<file path="config.mk">
export PLATFORM = sky130hd
export DESIGN_NAME = alarm_ring_ctrl
export DESIGN_NICKNAME = d
export VERILOG_FILES = /design/src/rtl/clock_alarm_pkg.sv /design/src/rtl/alarm_ring_ctrl.sv
export SDC_FILE = /design/constraint.sdc
export NUM_CORES = 1
export LEC_CHECK = 0
export ABC_AREA = 0
export CAP_MARGIN = 10
export CORE_MARGIN = 10
export CORE_UTILIZATION = 48
export DETAILED_ROUTE_END_ITERATION = 7
export PLACE_DENSITY = 0.73
export SYNTH_ARGS = -nofsm -noshare
export SYNTH_HDL_FRONTEND = slang
export SYNTH_SLANG_ARGS = --single-unit
</file>
<file path="constraint.sdc">
create_clock -name CLK -period 1.7 [get_ports CLK]
set_clock_uncertainty 0.2 [all_clocks]
set_input_delay 0.17 -clock CLK [delete_from_list [all_inputs] [get_ports CLK]]
set_output_delay 0.17 -clock CLK [all_outputs]
set_load 0.03 [all_outputs]
</file>
<file path="src/rtl/clock_alarm_pkg.sv">
// clock_alarm_pkg: shared alarm state encodings and default timing parameters
package clock_alarm_pkg;
   typedef enum logic [1:0] {IDLE = 2'd0, RING = 2'd1, SNOOZE = 2'd2} alarm_state_t;
   localparam int DEF_RING_SECS   = 60;
   localparam int DEF_SNOOZE_SECS = 300;
   localparam int DEF_MAX_SNOOZE  = 3;
endpackage

</file>
<file path="src/rtl/alarm_ring_ctrl.sv">
// alarm_ring_ctrl: alarm ring/snooze sequencer with 1 s on/off beep cadence
module alarm_ring_ctrl
   import clock_alarm_pkg::*;
#(
   parameter int RING_SECS   = DEF_RING_SECS,
   parameter int SNOOZE_SECS = DEF_SNOOZE_SECS,
   parameter int MAX_SNOOZE  = DEF_MAX_SNOOZE
)(
   input  logic       CLK,
   input  logic       RST,
   input  logic       tick_1hz,
   input  logic       EN_work,
   input  logic       judge,
   input  logic       key_stop,
   input  logic       key_snooze,
   output logic       buzzer,
   output logic       ringing,
   output logic       snoozing,
   output logic [1:0] snooze_cnt
);
   localparam logic [8:0] RING_LAST   = 9'(RING_SECS - 1);
   localparam logic [8:0] SNOOZE_LAST = 9'(SNOOZE_SECS - 1);
   localparam logic [1:0] SNZ_MAX     = 2'(MAX_SNOOZE);
   alarm_state_t state, state_n;
   logic [8:0] sec_cnt, sec_n;
   logic [1:0] snz_n;
   logic phase, phase_n, judge_q, armed, rise;
   // armed blocks a judge level that was already high across reset until it drops
   assign rise = judge & ~judge_q & armed;
   always_comb begin
      state_n = state;
      sec_n   = sec_cnt;
      phase_n = phase;
      snz_n   = snooze_cnt;
      if (EN_work) begin
         state_n = IDLE;
         sec_n   = '0;
         snz_n   = '0;
      end else if (state == IDLE) begin
         if (rise) begin
            state_n = RING;
            sec_n   = '0;
            snz_n   = '0;
            phase_n = 1'b1;
         end
      end else if (state == RING) begin
         if (key_stop) begin
            state_n = IDLE;
            snz_n   = '0;
         end else if (key_snooze && snooze_cnt < SNZ_MAX) begin
            state_n = SNOOZE;
            snz_n   = snooze_cnt + 2'd1;
            sec_n   = '0;
         end else if (tick_1hz) begin
            phase_n = ~phase;
            state_n = (sec_cnt == RING_LAST) ? IDLE : RING;
            sec_n   = (sec_cnt == RING_LAST) ? sec_cnt : sec_cnt + 9'd1;
         end
      end else if (state == SNOOZE) begin
         if (key_stop) begin
            state_n = IDLE;
            snz_n   = '0;
         end else if (tick_1hz) begin
            state_n = (sec_cnt == SNOOZE_LAST) ? RING : SNOOZE;
            sec_n   = (sec_cnt == SNOOZE_LAST) ? 9'd0 : sec_cnt + 9'd1;
            phase_n = (sec_cnt == SNOOZE_LAST) ? 1'b1 : phase;
         end
      end else begin
         state_n = IDLE;
      end
   end
   always_ff @(posedge CLK) begin
      if (RST) begin
         state      <= IDLE;
         sec_cnt    <= '0;
         phase      <= 1'b0;
         snooze_cnt <= '0;
         judge_q    <= 1'b0;
         armed      <= ~judge;
         buzzer     <= 1'b0;
         ringing    <= 1'b0;
         snoozing   <= 1'b0;
      end else begin
         state      <= state_n;
         sec_cnt    <= sec_n;
         phase      <= phase_n;
         snooze_cnt <= snz_n;
         judge_q    <= judge;
         armed      <= armed | ~judge;
         buzzer     <= (state_n == RING) & phase_n;
         ringing    <= state_n == RING;
         snoozing   <= state_n == SNOOZE;
      end
   end
endmodule

</file>
==> flow_metrics.py <==
metrics = {
    "run_status": {
        "outcome": "complete, but fails checks",
        "violations": "setup timing",
    },
    "global_routing": {
        "antenna_found_initial": 0,
        "grt_max_degree": 12,
        "grt_pass1_wl_um": 5080,
        "grtUsageTotal": 0.147,
        "grt_pass1_vias": 1186,
        "overflow": 0,
    },
    "yosys": {
        "synth_common_cells": "dfxtp_1, nor2_1, nor2b_1, o21ai_0, a32o_1",
        "post-synth-top-area-cell": "dfxtp_1",
        "synthCells": 114,
        "async_flop_share": 0,
        "syn-num-nets": 123,
        "synth-seq-cells": 19,
        "syn_area_um2": 1030,
        "yosysWarnings": 0,
        "syn_avg_cell_area_um2": 9.00,
        "synth-main-ff-cell": "dfxtp_1",
        "synth-edff-count": 0,
        "synth_area_leaders": "dfxtp_1, a32o_1, nor2b_1",
        "synth_top_area_frac": 0.371,
        "synth_most_common_cell": "dfxtp_1",
        "synth.distinct_cells": 41,
        "yosysSeqAreaShare": 0.371,
    },
    "floorplanning": {
        "initial_core_util": 0.513,
        "io_pins": 12,
        "rows": 16,
        "die_x_um": 66.2,
        "die_y_um": 66.2,
        "die_area_um2": 4390,
        "core_area_um2": 2000,
    },
    "clock_tree": {
        "cts_htree_levels": 1,
        "cts_sinks": 19,
        "path_clk_slew_ns": 0.11,
        "cts_root_buf": "clkbuf_4",
        "clockBufferDepth": 2,
        "cts_tree": "done",
        "hold_buffers": 0,
        "numCtsBuffers": 3,
        "clk_latency_ns": 0.31,
    },
    "cells_and_area": {
        "regArea_um2": 398,
        "fillers": 99,
        "nets": 181,
        "drive_above_1_share": 0.515,
        "multi_input_area_um2": 761,
        "final_core_util": 0.864,
        "area_growth_pct": 68.5,
        "diodes": 0,
    },
    "routing": {
        "final_antenna_net_count": 0,
        "via_count": 1192,
        "drcViolationCount": 0,
        "drtPass1Iterations": 4,
        "viasPerCell": 6.02,
        "drt_iter0_markers": 81,
        "wire_per_inst_um": 19.3,
        "wl_um": 3820,
    },
    "sta": {
        "fin_crit_sh": 1.17,
        "slew_violations": 0,
        "slew_headroom": 0.763,
        "min_period_ns": 1.99,
        "rsz0062_at_grt": "true",
        "finalSetupViolations": 17,
        "timing.final.ws_setup_ns": -0.288,
        "max_freq_mhz": 503,
        "tightest_slew_ns": 0.354,
        "hold_viol": 0,
    },
    "worst_setup_path": {
        "cp.required_ns": 1.71,
        "r2r_slack_ns": -0.29,
        "critical_path_class": "flop to flop",
        "crit_fanout": 8,
        "end_kind": "flop",
        "cp.arrival_ns": 1.99,
        "start_kind": "flop",
    },
    "placed_design": {
        "dp_hpwl_um": 2110,
        "dp_slack_ns": -0.415,
        "globalplace.congestion": 0.807,
        "portBuffers": 11,
    },
    "pwr": {
        "power_density_nw_per_um2": 502,
        "p_leak_nw": 0.753,
        "ir_drop_v": 0.000473,
        "power.total_mw": 0.868,
    },
    "worst_hold_path": {
        "hold_class": "flop to flop",
    },
    "run": {
        "drv_cap": 0,
    },
}
repair_timing:
item | CTS | global route
gates resized for setup | 15 | 21
pin swaps | 14 | 15
buffers inserted | 5 | 6
endpoints found under the setup margin | 16 | 20
routing by layer:
layer	GRT usage	up-vias	part of all wire
met5	0	-	0
met2	0.257	62	0.50
met1	0.151	557	0.39
met3	0.0339	21	0.065
li1	-	552	-
met4	0.0995	0	0.047
flip-flops by register name, indices dropped and copies added, names as in the netlist:
name	count
buzzer	1
ringing	1
judge_q	1
snooze_cnt	2
sec_cnt	9
armed	1
state	2
phase	1
snoozing	1
through the flow:
| stage | std cells | TNS [ns] | area, um2 | hold WS (ns) |
|---|---|---|---|---|
| final | 198 | -3.24 | 1730 | 0.296 |
| after global placement | 187 | -4.17 | 1520 | 0.246 |
| after CTS | 194 | -1.81 | 1620 | 0.287 |
| after detailed placement | 187 | -4.55 | 1520 | 0.266 |
| after floorplan | 114 | -0.273 | 1100 | 0.0416 |
| after global routing | 198 | -4.32 | 1730 | 0.318 |
final timing paths:
kind / startpoint / to / depth (start not counted)
hold / removal: armed / armed / 2
setup reg to reg: sec_cnt[7] / sec_cnt[2] / 7
setup / recovery: sec_cnt[7] / sec_cnt[2] / 7
hold reg to reg: armed / armed / 2
cell type report:
type,count,share of cell area
clock buffers,3,0.0130
clock inverters,1,0.00289
inverters,3,0.00651
multi-input cells,86,0.440
flip-flops and latches,19,0.230
well taps,27,0.0195
repair buffers,59,0.288
power by group:
group	switching [mW]	internal (mW)	total, mW
combinational	0.0859	0.0912	0.177
sequential	0.00502	0.448	0.453
clock	0.150	0.0880	0.238
total	0.241	0.627	0.868
critical path: stages, from the launching register on:
cell and delay (ns):
dfxtp_2 0.34, and4bb_4 0.33, nor4b_4 0.25, a22oi_2 0.10, buf_6 0.15, nor2b_1 0.14, buf_4 0.17, a32o_1 0.21
cells in the final DEF (no fill, tap or decap), types with 2 or more instances in the layout:
cell type,synthesis,layout
nand3_4,0,2
dfxtp_1,19,11
a32o_1,7,7
nor2b_1,8,7
dfxtp_4,0,3
ha_4,0,2
o21ai_1,1,7
nand2b_4,0,3
dfxtp_2,0,5
dlygate4sd2_1,0,2
nor3b_1,5,4
inv_1,3,3
nand2_1,4,2
a21oi_1,3,2
nor3_2,0,2
clkbuf_4,0,3
nand3_1,4,2
nor2_1,8,8
a211oi_2,1,2
buf_4,1,42
and3_1,6,6
buf_6,0,6
and4bb_2,1,2
nand2_2,0,2
clkdlybuf4s50_1,0,6
dlymetal6s2s_1,0,3
logic make-up (layout without fill, tap and decap cells):
family,count (synthesis),in the layout,synth area share
AND/OR/NAND/NOR,51,51,0.322
AO/OA/AOI/OAI,32,32,0.233
flip-flops,19,19,0.371
buffers and inverters,9,66,0.0402
adder cells (fa/ha/maj),2,2,0.0244
multiplexers,1,1,0.00976
(Power assumes the default switching activity.)
